[src/rtl/p_accept.sv]
// Input-side accept arbiter for the pSLIP scheduler.
// Accepts at most one grant per round using a round-robin accept pointer.
module p_accept #(
    parameter int N    = 4,
    parameter int ITER = 4
) (
    input  logic         clk,
    input  logic         rst,
    input  logic         start,
    input  logic         grant_valid,
    input  logic [N-1:0] grant_in,
    output logic [N-1:0] accept,
    output logic         accept_valid,
    output logic [N-1:0] match_vec,
    output logic         matched,
    output logic         done,
    output logic         busy
);

    localparam int PW = $clog2(N);
    localparam logic [PW-1:0] LAST = PW'(ITER - 1);

    typedef enum logic {IDLE, RUN} state_t;

    state_t          state;
    state_t          state_nxt;
    logic [PW-1:0]   iter_cnt;
    logic [PW-1:0]   acc_ptr;
    logic [2*N-1:0]  dbl;
    logic [N-1:0]    rot;
    logic [PW-1:0]   off;
    logic            found;
    logic [PW-1:0]   idx;
    logic [N-1:0]    sel;
    logic            iter_go;
    logic            take;
    logic            last;

    assign iter_go = (state == RUN) && grant_valid;
    assign take    = iter_go && !matched && (grant_in != '0);
    assign last    = (iter_cnt == LAST);
    assign matched = |match_vec;
    assign busy    = (state == RUN);

    // Rotate so acc_ptr lands at bit 0, pick the lowest set bit, rotate back.
    always_comb begin
        dbl   = {grant_in, grant_in} >> acc_ptr;
        rot   = dbl[N-1:0];
        found = 1'b0;
        off   = '0;
        for (int i = 0; i < N; i++) begin
            if (!found && rot[i]) begin
                found = 1'b1;
                off   = PW'(i);
            end
        end
        idx = acc_ptr + off;
        sel = N'(1) << idx;
    end

    always_ff @(posedge clk or posedge rst) begin
        if (rst) state <= IDLE;
        else     state <= state_nxt;
    end

    always_comb begin
        state_nxt = state;
        unique case (state)
            IDLE: if (start) state_nxt = RUN;
            RUN:  if (grant_valid && last) state_nxt = IDLE;
            default: state_nxt = IDLE;
        endcase
    end

    always_ff @(posedge clk or posedge rst) begin
        if (rst) begin
            iter_cnt     <= '0;
            acc_ptr      <= '0;
            accept       <= '0;
            accept_valid <= 1'b0;
            match_vec    <= '0;
            done         <= 1'b0;
        end else begin
            accept       <= '0;
            accept_valid <= 1'b0;
            done         <= 1'b0;
            if (state == IDLE && start) begin
                iter_cnt  <= '0;
                match_vec <= '0;
            end
            if (iter_go) begin
                accept_valid <= 1'b1;
                iter_cnt     <= iter_cnt + 1'b1;
                done         <= last;
                if (take) begin
                    accept    <= sel;
                    match_vec <= sel;
                    // Only first-iteration accepts move the pointer.
                    if (iter_cnt == '0) acc_ptr <= idx + 1'b1;
                end
            end
        end
    end

endmodule
[config.mk]
export PLATFORM = sky130hd
export DESIGN_NAME = p_accept
export DESIGN_NICKNAME = d
export VERILOG_FILES = /design/src/rtl/p_accept.sv
export SDC_FILE = /design/constraint.sdc
export NUM_CORES = 1
export LEC_CHECK = 0
export CAP_MARGIN = 20
export CORE_ASPECT_RATIO = 1.2
export CORE_MARGIN = 1.5
export CORE_UTILIZATION = 50
export CTS_BUF_LIST = sky130_fd_sc_hd__clkbuf_4 sky130_fd_sc_hd__clkbuf_8 sky130_fd_sc_hd__clkbuf_16
export CTS_CLUSTER_SIZE = 8
export DETAILED_ROUTE_END_ITERATION = 10
export HOLD_SLACK_MARGIN = 0.05
export PLACE_DENSITY = 0.83
export SLEW_MARGIN = 20
export SYNTH_ARGS = -nofsm -noshare
export SYNTH_HDL_FRONTEND = slang
export SYNTH_SLANG_ARGS = --single-unit
[constraint.sdc]
create_clock -name clk -period 5.8 [get_ports clk]
set_input_delay 0.58 -clock clk [delete_from_list [all_inputs] [get_ports clk]]
set_output_delay 0.58 -clock clk [all_outputs]
set_load 0.005 [all_outputs]
-- Word-level counts from Yosys, hierarchy flattened
Index checks and enable logic that the tools add are counted.
- bits in registers: 15
- bits in latches: 0
- memory bits (writable): 0
- ROM bits: 0
- output and inout port bits: 12
- logic and storage cells: 49
- memories: 0
- add/subtract/negate cells: 3
- multiply operators: 0
- divide/modulo/power cells: 0
- $lt $le $gt $ge: 0
- equality and inequality tests: 1
- shift operators: 2
- multiplexer cells: 18
- bitwise gates (word level): 1
- reductions and logical operators: 17
- operators by type and width (operator ; number):
    two-way mux 4 bit ; 5
    logical AND 1 bit ; 8
    two-way mux 1 bit ; 8
    two-way mux 2 bit ; 4
    >> shifter 8 x 2 -> 4 bit ; 1
    adder 2 x 1 -> 2 bit (second input constant) ; 2
    zero test 1 bit ; 4
    nonzero test 4 bit ; 1
    OR reduction 4 bit ; 1
    left shift 1 x 2 -> 4 bit (first input constant) ; 1
    AND reduction 3 bit ; 1
    adder 2 bit ; 1
    == test 2 bit (second input constant) ; 1
    zero test 2 bit ; 1
    case mux 1 bit (2 select lines) ; 1
    nonzero test 2 bit ; 1
    NOT 1 bit ; 1

-- Depth between registers and ports, before layout
Gate-level depths: netlist of the first run.
- word-level depth: 15
- mapped depth: 11
- gate-level depth less buffers: 10

-- Least setup slack after synthesis of the first run
No wires, ideal clock.
- kind: input port to flip-flop
- from: input grant_in[2]
- to: register acc_ptr[1]
- setup time: 125 ps
- arrival: 2223 ps
- data required time: 5675 ps
- setup slack: 3453 ps
- stages on the path: 10
- path buffers: 1
- cell sequence: buf_4 > nand2b_1 > o22ai_1 > nand2_1 > o211ai_1 > ha_1 > xor2_1 > xor2_1 > ha_1 > mux2_2
- longest elaborated chain between the ends: 13
- elaborated cells between the ends (all ways): 18
- classes of those cells: 2 x add/sub; 1 x shift; 6 x mux; 9 x reduce/logical
- RTL lines (element ; RTL line ; text):
    from (decl) ; 11 ; input logic [N-1:0] grant_in,
    >> shifter 8 x 2 -> 4 bit ; 47 ; dbl = {grant_in, grant_in} >> acc_ptr;
    two-way mux 1 bit ; 52 ; if (!found && rot[i]) begin
    zero test 1 bit ; 52 ;
    logical AND 1 bit ; 52 ;
    two-way mux 1 bit ; 52 ;
    zero test 1 bit ; 52 ;
    logical AND 1 bit ; 52 ;
    two-way mux 1 bit ; 52 ;
    zero test 1 bit ; 52 ;
    logical AND 1 bit ; 52 ;
    two-way mux 2 bit ; 52 ;
    adder 2 bit ; 57 ; idx = acc_ptr + off;
    adder 2 x 1 -> 2 bit ; 99 ; if (iter_cnt == '0) acc_ptr <= idx + 1'b1;
    to (signal assigned) ; 99 ;
    to (decl) ; 28 ; logic [PW-1:0] acc_ptr;
Several ways; a longest one is shown, not always the timed one.
A chain may end at the register's enable or synchronous reset.

-- Final worst setup path of the first run
Same ends and word-level chain as after synthesis.

==> results of run 1 <==
[stage by stage]
step / hold slack [ps] / worst slack (ps)
2_1_floorplan: 481 / 3450
5_1_grt: 552 / 2940
3_5_place_dp: 497 / 2820
6_report: 521 / 3080
3_3_place_gp: 495 / 2860
4_1_cts: 524 / 3110
[cell usage in the layout (no fill, tap or decap)]
| cell type | n |
|---|---|
| ha_1 | 7 |
| clkdlybuf4s50_1 | 19 |
| o211ai_1 | 1 |
| xnor2_1 | 1 |
| and2_2 | 4 |
| nor3_1 | 1 |
| or4_4 | 1 |
| dfrtp_1 | 15 |
| o22a_1 | 2 |
| inv_1 | 6 |
| clkinv_2 | 1 |
| nor4_1 | 2 |
| a22o_1 | 1 |
| nand2b_1 | 5 |
| mux2i_1 | 2 |
| a21o_2 | 1 |
| a31oi_1 | 1 |
| and3_1 | 1 |
| a211o_1 | 1 |
| o22ai_1 | 2 |
| nand2_1 | 5 |
| xor2_1 | 2 |
| mux2_2 | 2 |
| o21a_1 | 1 |
| clkbuf_4 | 3 |
| nor3_2 | 1 |
| nor2_1 | 4 |
| o21ai_0 | 1 |
| a21o_1 | 3 |
| a21oi_1 | 1 |
[cell families after synthesis]
| logic type | Yosys count | synth area share (%) |
|---|---|---|
| XOR/XNOR | 3 | 3.22 |
| buffers and inverters | 8 | 4.29 |
| flip-flops | 15 | 45.9 |
| adder cells (fa/ha/maj) | 7 | 10.7 |
| AND/OR/NAND/NOR | 24 | 17.2 |
| multiplexers | 4 | 5.21 |
| AO/OA/AOI/OAI | 15 | 13.5 |
[area by class of cell]
type	count	area (sq um)	area share, %
Sequential cell	15	375	36.0
Inverter	6	22.5	2.16
Tap cell	17	21.3	2.04
Timing Repair Buffer	19	190	18.2
Clock inverter	1	5.00	0.480
Multi-Input combinational cell	53	407	39.0
Clock buffer	3	22.5	2.16
[cells in the mapped netlist (all sizes together) (2+ instances only)]
cell type / n / share of area, %
nor2: 4 / 1.8
xor2: 2 / 2.1
a21o: 4 / 3.8
ha: 7 / 11
and2: 4 / 3.7
nor3: 2 / 1.8
buf: 2 / 1.5
o22ai: 2 / 1.5
inv: 6 / 2.8
o22a: 2 / 2.1
mux2: 2 / 2.8
mux2i: 2 / 2.5
dfrtp: 15 / 46
nor4: 2 / 1.5
nand2b: 5 / 3.8
nand2: 5 / 2.3
[registers in the layout (all words and copies together), names as in the netlist]
signal        count
accept_valid      1
acc_ptr           2
done              1
busy              1
iter_cnt          2
match_vec         4
accept            4
[metal layers]
layer | GRT usage (%) | wire [microns] | vias up
met2 | 31.3 | 805 | 10
li1 | - | - | 303
met3 | 2.84 | 46 | 2
met1 | 23.1 | 610 | 295
met5 | 0 | 0 | -
met4 | 12.4 | 11 | 0
[report_power, final]
| group | internal (W) | switching [W] |
|---|---|---|
| clock | 0.0000256 | 0.0000338 |
| combinational | 0.000125 | 0.0000919 |
| sequential | 0.000141 | 0.0000403 |
[worst min-delay path by stage]
stage | start | to | slack, ps | cells past startpoint
floorplan | rst | acc_ptr[0] | 480 | 1
global placement | match_vec[2] | match_vec[2] | 500 | 1
detailed placement | match_vec[2] | match_vec[2] | 500 | 1
CTS | match_vec[2] | match_vec[2] | 520 | 1
global route | match_vec[0] | match_vec[0] | 550 | 1
finish | match_vec[0] | match_vec[0] | 520 | 1
==> run summary, run 1 <==
CTS Buffer Depth - 2
Number of global-route vias before repair - 572
Syn avg cell area - 10.8 sq um
Post-synth EDFFs - 0
PortBufs - 19
Post-synthesis async set-or-reset flop share - 100%
Routed length per instance - 12.9 microns
R2R depth - 9
Setup Crit Path Kind - in2reg
Clk_lat worst skew - 280 ps
R2R Setup Slk - 3450 ps
Fmax - 368 MHz
Unrepaired setup endpoints after global routing - no
Crit-path max cell delay - 550 ps
Final Slew Violations - 0
Pin count of the biggest net entering global routing - 16
FILL cells - 112
Prevailing post-synth register cell - dfrtp_1
Slew headroom - 62.8%
Crit Reg-Reg Startpoint - acc_ptr[0]
Worst slew pin tran - 558 ps
Worst R2R End - acc_ptr[1]
Dpl hpwl - 1110 microns
Final worst-path cycle share - 46.9%
Yosys reg bits - 15
Net count reported at finish - 113
Placer Congestion - 0.728
Iter 0 DRT Violations - 9
Final setup vio count - 0
DRT Pass-1 Iters - 4
Residual DRC - 0
Routed vias - 610
Critical Path Stages - 10
H-Tree Depth - 1
Clk sink count - 15
Post-CTS Setup Bufs - 0
Final Critical Period - 2720 ps
End point of the critical path - acc_ptr[1]
DIE HEIGHT - 47.3 microns
Crit-path max FO - 9
Final Power - 0.000458 W
Crit-path slowest cell - clkdlybuf4s50_1
Max-Cap Viols - 0
Yosys cell types - 29
Inst Count DP - 110
Final Hold Vio Count - 0
Share of layout cells above drive strength 1 - 13.4%
Final Cell Area - 1040 sq um
Hold Crit Class - reg2reg
CP Data Required Time - 5970 ps
TNS Setup - 0 ps
PD cells - 438 nW/um^2
Die Width - 39.9 microns
Crit path cell chain - clkdlybuf4s50_1 -> nand2b_1 -> o22ai_1 -> nand2_1 -> o211ai_1 -> ha_1 -> xor2_1 -> xor2_1 -> ha_1 -> mux2_2
Buf/Inv on CP - 1
Post-layout util - 70.4%
Mapped Cells - 76
Area Overhead vs Synth - 27.7%
Routed WL - 1470 microns
Synth Cell Area - 817 sq um
GRT Total Usage - 19.2%
CTS clk-pin slew, worst paths - 90 ps
Vias per cell - 5.35
CP Launch Type - input pin
First-pass GRT wire length - 2380 microns
I/O pins - 20
CP startpoint - grant_in[2]
CTS Hold Bufs - 0
Max rail drop VDD - 0.000291 V
Area after DPL - 1020 sq um
Post_cts resized - 0
N_diodes - 0
CTS Root Cell - clkbuf_4
Top Family by Delay on Critical Path - buffers and inverters
Critical Path AT - 2890 ps
Die area - 1890 sq um
Finished Layout Cells - 114
Seq/Total Area, Yosys - 45.9%
CTS tree - yes
Crit end category - flop
Ys Warns - 0
TritonCTS buffer count - 3
Syn Nets - 91
Starting Density - 55.1%
GRT overflow - 0
Leakage power - 0.509 nW
Initial antenna violation count - 0
Fin Clk Skew - 6.79 ps
Post-detailed-route count of antenna-violating nets - 0
Row count - 15
Status - finished clean
Core area - 1480 sq um
No activity file was read; power rests on OpenSTA's default activity.
==> run 2, diff against run 1 <==
--- a/config.mk
+++ b/config.mk
@@ -8,12 +8,12 @@
 export CAP_MARGIN = 20
 export CORE_ASPECT_RATIO = 1.2
 export CORE_MARGIN = 1.5
-export CORE_UTILIZATION = 50
+export CORE_UTILIZATION = 47
 export CTS_BUF_LIST = sky130_fd_sc_hd__clkbuf_4 sky130_fd_sc_hd__clkbuf_8 sky130_fd_sc_hd__clkbuf_16
 export CTS_CLUSTER_SIZE = 8
 export DETAILED_ROUTE_END_ITERATION = 10
 export HOLD_SLACK_MARGIN = 0.05
-export PLACE_DENSITY = 0.83
+export PLACE_DENSITY = 0.79
 export SLEW_MARGIN = 20
 export SYNTH_ARGS = -nofsm -noshare
 export SYNTH_HDL_FRONTEND = slang
==> constraint.sdc (replaced) <==
create_clock -name clk -period 2.8 [get_ports clk]
set_input_delay 0.28 -clock clk [delete_from_list [all_inputs] [get_ports clk]]
set_output_delay 0.28 -clock clk [all_outputs]
set_load 0.005 [all_outputs]
==> run summary, run 2 (synthesis gave the netlist of run 1 again) <==
Status - finished clean
Starting Density - 49.8% (-5.3 points)
Crit-path slowest cell - clkdlybuf4s50_1
Sequential power share - 39.1% (-0.4 points)
Critical Path AT - 2520 ps (-370 ps)
Core area - 1640 sq um (+11%)
CTS Buffer Depth - 2 (unchanged)
CP Data Required Time - 2980 ps (-2990 ps)
Final Critical Period - 2350 ps
CP Launch Type - input pin
TritonCTS buffer count - 3 (unchanged)
Share of layout cells above drive strength 1 - 14.3% (+0.88 points)
Internal cell power - 0.000617 W (+110%)
Commonest non-fill, non-tap cell in the layout - clkdlybuf4s50_1
Final Slew Violations - 0 (unchanged)
Post_cts resized - 0 (unchanged)
GRT overflow - 0 (unchanged)
Row count - 16 (+1)
Crit path cell chain - clkdlybuf4s50_1 -> inv_1 -> nor3_1 -> a31oi_1 -> o211ai_1 -> ha_1 -> xor2_1 -> xor2_1 -> ha_1 -> mux2_2
Crit Reg-Reg Startpoint - acc_ptr[0]
Worst R2R End - acc_ptr[1]
Crit-path max FO - 6 (-3)
Net count reported at finish - 114 (+0.88%)
Worst slew pin tran - 577 ps (+18.8 ps)
CTS Root Cell - clkbuf_4
PD cells - 900 nW/um^2 (+110%)
Slew headroom - 61.5% (-1.3 points)
Placer Congestion - 0.721 (-1.0%)
Max-Cap Viols - 0 (unchanged)
Setup Crit Path Kind - in2reg
PortBufs - 19 (unchanged)
Post-CTS Setup Bufs - 0 (unchanged)
Die Width - 41.1 microns (+2.9%)
Buf/Inv on CP - 2 (+1)
Routed WL - 1440 microns (-2.0%)
Fin Clk Skew - 1.60 ps (-5.18 ps)
Largest registers - accept x4, match_vec x4
Gate power share - 46.8% (-0.7 points)
Vias per cell - 5.38 (+0.53%)
GRT Total Usage - 17.8% (-1.4 points)
Psw - 0.000332 W (+100%)
Residual DRC - 0 (unchanged)
Clock group share of total power - 14.1% (+1.1 points)
Fmax - 426 MHz
N_diodes - 0 (unchanged)
TNS Setup - 0 ps (unchanged)
Die area - 2000 sq um (+5.9%)
R2R Setup Slk - 490 ps (-2960 ps)
Routed vias - 624 (+2.3%)
Final setup vio count - 0 (unchanged)
Clk_lat worst skew - 280 ps (about the same)
Iter 0 DRT Violations - 8 (-1)
Dpl hpwl - 1120 microns (+0.48%)
Final Power - 0.000950 W (+110%)
Routed length per instance - 12.4 microns (-3.7%)
Area Overhead vs Synth - 29.1%
Initial antenna violation count - 0 (unchanged)
CTS clk-pin slew, worst paths - 90 ps (about the same)
Crit end category - flop
Unrepaired setup endpoints after global routing - no
Crit-path max cell delay - 560 ps (about the same)
I/O pins - 20 (unchanged)
Pin count of the biggest net entering global routing - 16 (unchanged)
Clk sink count - 15 (unchanged)
H-Tree Depth - 1 (unchanged)
Final worst-path cycle share - 83.8%
Top Family by Delay on Critical Path - buffers and inverters
Post-detailed-route count of antenna-violating nets - 0 (unchanged)
Leakage power - 0.515 nW (+1.1%)
Final Hold Vio Count - 0 (unchanged)
Switch share - 35.0% (-1.3 points)
First-pass GRT wire length - 2400 microns (+0.88%)
Number of global-route vias before repair - 567 (-0.87%)
Hold Crit Class - in2async
R2R depth - 8 (-1)
Max rail drop VDD - 0.000554 V (+90%)
Hold slack - 343 ps (-178 ps)
Commonest non-fill, non-tap cells in the layout - clkdlybuf4s50_1, dfrtp_1, ha_1
CTS Hold Bufs - 0 (unchanged)
CTS tree - yes
DRT Pass-1 Iters - 4 (unchanged)
DIE HEIGHT - 48.7 microns (+3.0%)
## run 2: changes by cell type in the layout (fill, tap and decap cells not counted), sizes merged
cell and delta:
clkbuf +1, clkinv -1, buf +1
## run 2: layout make-up
type / count / area (sq um)
Fill cell: 131 / 587
Sequential cell: 15 / 375
Clock buffer: 4 / 30.0
Tap cell: 18 / 22.5
Multi-Input combinational cell: 53 / 407
Inverter: 6 / 22.5
Timing Repair Buffer: 20 / 198
## run 2: power by group through the flow
stage               sequential, W  clock, W  combinational [W]
floorplan                0.000353         0           0.000295
global placement         0.000370         0           0.000438
detailed placement       0.000376         0           0.000448
CTS                      0.000371  0.000139           0.000451
global route             0.000386  0.000148           0.000521
finish                   0.000372  0.000134           0.000445
## run 2: how the worst max path moves through the flow
stage	endpoint	slack (ps)	from	cells past startpoint
after global routing	acc_ptr[1]	240	acc_ptr[0]	8
after detailed placement	acc_ptr[1]	180	grant_in[1]	10
final	acc_ptr[1]	450	grant_in[1]	10
after global placement	acc_ptr[1]	220	grant_in[1]	10
after CTS	acc_ptr[1]	470	grant_in[1]	10
after floorplan	acc_ptr[1]	650	acc_ptr[0]	9
## run 2: per-stage QoR
step | util, % | std cells | worst slack [ps] | area (sq um)
detailed placement | 62.4 | 112 | 180 | 1020
finish | 64.3 | 116 | 454 | 1050
floorplan | - | 76 | 653 | 817
global route | 64.3 | 116 | 237 | 1050
global placement | 62.4 | 112 | 217 | 1020
CTS | 64.3 | 116 | 466 | 1050
## run 2: layer usage
| layer | GRT usage (%) | vias to the layer above | wire length (microns) |
|---|---|---|---|
| met5 | 0 | - | 0 |
| met4 | 10.0 | 0 | 36 |
| met3 | 5.50 | 5 | 47 |
| met2 | 24.2 | 11 | 692 |
| met1 | 24.0 | 301 | 668 |
| li1 | - | 307 | - |
## run 2: worst register-to-register path, cell delays in order, from the launching register on
cell and delay, ps:
dfrtp_1 510, nor4_1 330, a21oi_1 70, o211ai_1 100
ha_1 180, xor2_1 250, xor2_1 240, ha_1 260
mux2_2 260
==> run 3, diff against run 2 <==
--- a/config.mk
+++ b/config.mk
@@ -8,12 +8,12 @@
 export CAP_MARGIN = 20
 export CORE_ASPECT_RATIO = 1.2
 export CORE_MARGIN = 1.5
-export CORE_UTILIZATION = 47
+export CORE_UTILIZATION = 42
 export CTS_BUF_LIST = sky130_fd_sc_hd__clkbuf_4 sky130_fd_sc_hd__clkbuf_8 sky130_fd_sc_hd__clkbuf_16
 export CTS_CLUSTER_SIZE = 8
 export DETAILED_ROUTE_END_ITERATION = 10
 export HOLD_SLACK_MARGIN = 0.05
-export PLACE_DENSITY = 0.79
+export PLACE_DENSITY = 0.74
 export SLEW_MARGIN = 20
 export SYNTH_ARGS = -nofsm -noshare
 export SYNTH_HDL_FRONTEND = slang
==> constraint.sdc (replaced) <==
create_clock -name clk -period 1.98 [get_ports clk]
set_input_delay 0.198 -clock clk [delete_from_list [all_inputs] [get_ports clk]]
set_output_delay 0.198 -clock clk [all_outputs]
set_load 0.005 [all_outputs]
==> run summary, run 3 (synthesis gave the netlist of run 1 again) <==
Residual DRC - 0 (unchanged)
Setup WS pre-CTS - -485 ps (-665 ps)
Starting Density - 44.7% (-5.1 points)
GRT Total Usage - 17.5% (-0.30 points)
Die Width - 43.3 microns (+5.4%)
Fmax - 474 MHz
Fin Clk Skew - 11.0 ps (+9.36 ps)
Share of layout cells above drive strength 1 - 28.6% (+14 points)
Setup Crit Path Kind - reg2reg
Clk_lat worst skew - 280 ps (about the same)
Initial antenna violation count - 0 (unchanged)
PD cells - 1310 nW/um^2 (+46%)
Final Hold Vio Count - 0 (unchanged)
Worst slew pin tran - 533 ps (-43.6 ps)
Critical Path AT - 2270 ps (-250 ps)
PnR worst setup slack - -129 ps (-582 ps)
Final Slew Violations - 0 (unchanged)
Final Power - 0.00153 W (+61%)
CP Data Required Time - 2140 ps (-840 ps)
Crit end category - flop
Unrepaired setup endpoints after global routing - yes
Crit-path max cell delay - 470 ps (-90 ps)
PortBufs - 19 (unchanged)
Commonest non-fill, non-tap cells in the layout - clkdlybuf4s50_1, dfrtp_1, buf_4
CTS Buffer Depth - 2 (unchanged)
N_diodes - 0 (unchanged)
Slew headroom - 64.4% (+2.9 points)
CTS clk-pin slew, worst paths - 100 ps (about the same)
Max rail drop VDD - 0.000685 V (+24%)
DRT Pass-1 Iters - 4 (unchanged)
Routed WL - 1630 microns (+13%)
CTS Hold Bufs - 0 (unchanged)
Dpl hpwl - 1190 microns (+5.8%)
DIE HEIGHT - 51.3 microns (+5.4%)
CTS Root Cell - clkbuf_4
Row count - 17 (+1)
Crit-path slowest cell - dfrtp_2
Hold Crit Class - in2async
Final Critical Period - 2110 ps
First-pass GRT wire length - 2950 microns (+23%)
CP Launch Type - flop
Status - complete, but fails checks
Crit path cell chain - buf_6 -> a31oi_1 -> o211ai_1 -> ha_2 -> xor2_4 -> xor2_2 -> ha_1 -> mux2_2
Pin count of the biggest net entering global routing - 16 (unchanged)
Iter 0 DRT Violations - 5 (-3)
Die area - 2220 sq um (+11%)
Sequential Area - 377 sq um (+0.33%)
Routed length per instance - 13.1 microns (+5.5%)
TNS Setup - -480 ps (-480 ps)
Final worst-path cycle share - 107%
Hold slack - 244 ps (-98.7 ps)
FILL cells - 148 (+13%)
TritonCTS buffer count - 3 (unchanged)
Violated checks - negative setup slack
GRT overflow - 0 (unchanged)
Largest registers - accept x4, match_vec x4
Crit-path max FO - 6 (unchanged)
Leakage power - 0.563 nW (+9.3%)
Multi-input combinational cell area - 463 sq um (+14%)
I/O pins - 20 (unchanged)
Routed vias - 645 (+3.4%)
Vias per cell - 5.20 (-3.3%)
Number of global-route vias before repair - 692 (+22%)
Commonest non-fill, non-tap cell in the layout - clkdlybuf4s50_1
Net count reported at finish - 121 (+6.1%)
Post-detailed-route count of antenna-violating nets - 0 (unchanged)
H-Tree Depth - 1 (unchanged)
Final setup vio count - 5 (+5)
Clk sink count - 15 (unchanged)
Placer Congestion - 0.732 (+1.5%)
CTS tree - yes
Max-Cap Viols - 0 (unchanged)
Area Overhead vs Synth - 42.3%
Core area - 1830 sq um (+11%)
run 3: changes by cell type in the layout (fill, tap and decap cells not counted), sizes merged:
| cell | change |
|---|---|
| buf | +7 |
| clkdlybuf4s50 | -4 |
| dlygate4sd2 | +4 |
| clkbuf | -1 |
| clkinv | +1 |
run 3: metal layers:
layer	wire, microns	GRT usage, %	vias up	part of all wire [%]
met5	0	0	-	0
met4	10	10.1	0	0.61
met3	71	2.12	2	4.4
met2	922	31.6	13	57
met1	623	19.1	314	38
li1	-	-	316	-
run 3: what timing repair did:
action | 4_1_cts | 5_1_grt
hold endpoints to repair | 0 | 0
setup buffers | 2 | 0
setup endpoints to repair | 8 | 9
gates resized for setup | 9 | 3
pin swaps | 5 | 3
run 3: layout make-up:
class | instances | area share, %
clock buffer | 3 | 1.94
multi-input combinational | 53 | 39.8
inverter | 6 | 1.94
clock inverter | 1 | 0.431
sequential | 15 | 32.4
tap | 19 | 2.05
timing repair buffer | 27 | 21.4
run 3: worst max-delay path: cells and delay by family, from the launching register on:
family | cells | cell delay, ps
adders and majority gates | 2 | 530
DFF | 1 | 470
xor gates and xnor gates | 2 | 340
AOI/OAI and AO/OA | 2 | 260
muxes | 1 | 260
buffers and inverters | 1 | 140
run 3: final timing paths:
| check | endpoint | slack, ps | depth (start not counted) | startpoint |
|---|---|---|---|---|
| worst max-delay path | acc_ptr[1] | -130 | 8 | acc_ptr[0] |
| worst min-delay path | done | 240 | 2 | rst |
| worst max register to register | acc_ptr[1] | -130 | 8 | acc_ptr[0] |
| worst min register to register | match_vec[2] | 510 | 1 | match_vec[2] |
| max in group asynchronous | acc_ptr[0] | 1340 | 2 | rst |
| min in group clk | match_vec[2] | 510 | 1 | match_vec[2] |
run 3: report_power, final:
group          switching, W  total, W  internal [W]
combinational      0.000335  0.000823      0.000488
clock             0.0000954  0.000170     0.0000748
sequential         0.000119  0.000533      0.000414
run 3: per-stage QoR:
step / area, sq um / util, % / std cells
CTS: 1140 / 62.1 / 124
global placement: 1080 / 59.3 / 118
global route: 1160 / 63.5 / 124
detailed placement: 1080 / 59.3 / 118
finish: 1160 / 63.5 / 124
floorplan: 845 / - / 76
==> RTL change (config.mk and constraints of run 1) <==
Change the parameter `N` from 4 to 8.
--- a/src/rtl/p_accept.sv
+++ b/src/rtl/p_accept.sv
@@ -3,3 +3,3 @@
 module p_accept #(
-    parameter int N    = 4,
+    parameter int N    = 8,
     parameter int ITER = 4
Ports: changed (resized accept, grant_in and match_vec); port bits go from 20 to 32. No check against the original RTL was run, so the function may have changed too.
==> RTL change against run 1 <==
Cell count up 100%; cell area is 99% higher; sequential cell count rose by 10; synthesized area grew 110%; highest routed layer unchanged; setup slack got worse by 1.8 ns; sequential power grew 72%; critical path type is now reg -> reg; non-clock buffer count up 14; wire length rose to 2.5 times the old value; clock power up 72%; total power increased by 130%.
==> RTL change: results (changes against run 1) <==
* Hold Crit Depth at 2 (+1)
* Wire length on met2 at 2150 um (+170%)
* Initial DRC Count at 67 (+58)
* GRT Util Overall at 22.0% (+2.8 points)
* Sequential area share after synthesis at 36.8% (-9.2 points)
* Leakage Power at 0.916 nW (+80%)
* RR Startpoint: acc_ptr[1]
* Fin nets at 217 (+92%)
* Biggest registers after layout: accept: 8 flops, match_vec: 8 flops
* Met3 Track Usage GR at 1.94% (-0.90 points)
* Synth Area in Compound Gates at 13.8% (+0.36 points)
* Met3 WL at 140 um (+200%)
* M1 WL at 1390 um (+130%)
* Critical Path Fanout Max at 18 (+9)
* Drt total wl at 3750 um (+150%)
* Register-to-register setup slack at 1.25 ns (-2.20 ns)
* Grt met1 use at 23.4% (+0.28 points)
* Largest cells by area after synthesis: dfrtp_1 (37%), ha_1 (7.4%), mux4_2 (6.6%)
* Largest net degree at the start of global routing at 26 (+10)
* Port-buffer cells at 31 (+12)
* Post-Synth XOR/XNOR Area at 1.55% (-1.7 points)
* DP Worst Slack at 1.16 ns (-1.67 ns)
* Root Buffer: clkbuf_8
* Reg2reg path depth at 14 (+5)
* Status: finished clean
## RTL change: cell type report
type	instances	share of cell area (%)
clock buffer	3	1.99
clock inverter	1	0.241
inverter	8	1.45
multi-input combinational	123	48.2
sequential	25	30.2
tap	37	2.23
timing repair buffer	33	15.7
## RTL change: cell families after synthesis
group,count (synthesis)
DFF,25
xor gates and xnor gates,3
muxes,21
and+or+nand+nor,60
adders and majority gates,11
AOI/OAI and AO/OA,28
buffers and inverters,14
## RTL change: stage by stage
step / cell area [um^2] / hold slack [ns] / std cells
floorplan: 1700 / 0.485 / 162
global placement: 2030 / 0.496 / 226
detailed placement: 2030 / 0.505 / 226
CTS: 2070 / 0.531 / 230
global route: 2070 / 0.550 / 230
finish: 2070 / 0.524 / 230
## RTL change: worst max-delay path by stage
stage / startpoint / slack [ns] / depth (start not counted) / endpoint
after global routing: acc_ptr[1] / 0.89 / 14 / match_vec[7]
after detailed placement: grant_in[2] / 1.16 / 15 / match_vec[3]
after floorplan: acc_ptr[1] / 1.67 / 14 / match_vec[3]
after CTS: acc_ptr[1] / 1.26 / 14 / match_vec[3]
after global placement: grant_in[2] / 1.35 / 15 / match_vec[3]
final: acc_ptr[1] / 1.25 / 14 / match_vec[3]
## RTL change: power by group
group          total [mW]  switching, mW  internal (mW)
clock               0.102         0.0541         0.0480
combinational       0.629          0.318          0.311
sequential          0.311         0.0839          0.227
total                1.04          0.456          0.586
## RTL change: worst reg2reg max path: cells and delay by family, from the launching register on
family | cells | cell delay (ns)
and+or+nand+nor | 4 | 0.82
buffers and inverters | 1 | 0.20
DFF | 1 | 0.88
muxes | 2 | 0.60
AOI/OAI and AO/OA | 3 | 0.95
adders and majority gates | 3 | 0.80
xor gates and xnor gates | 1 | 0.22
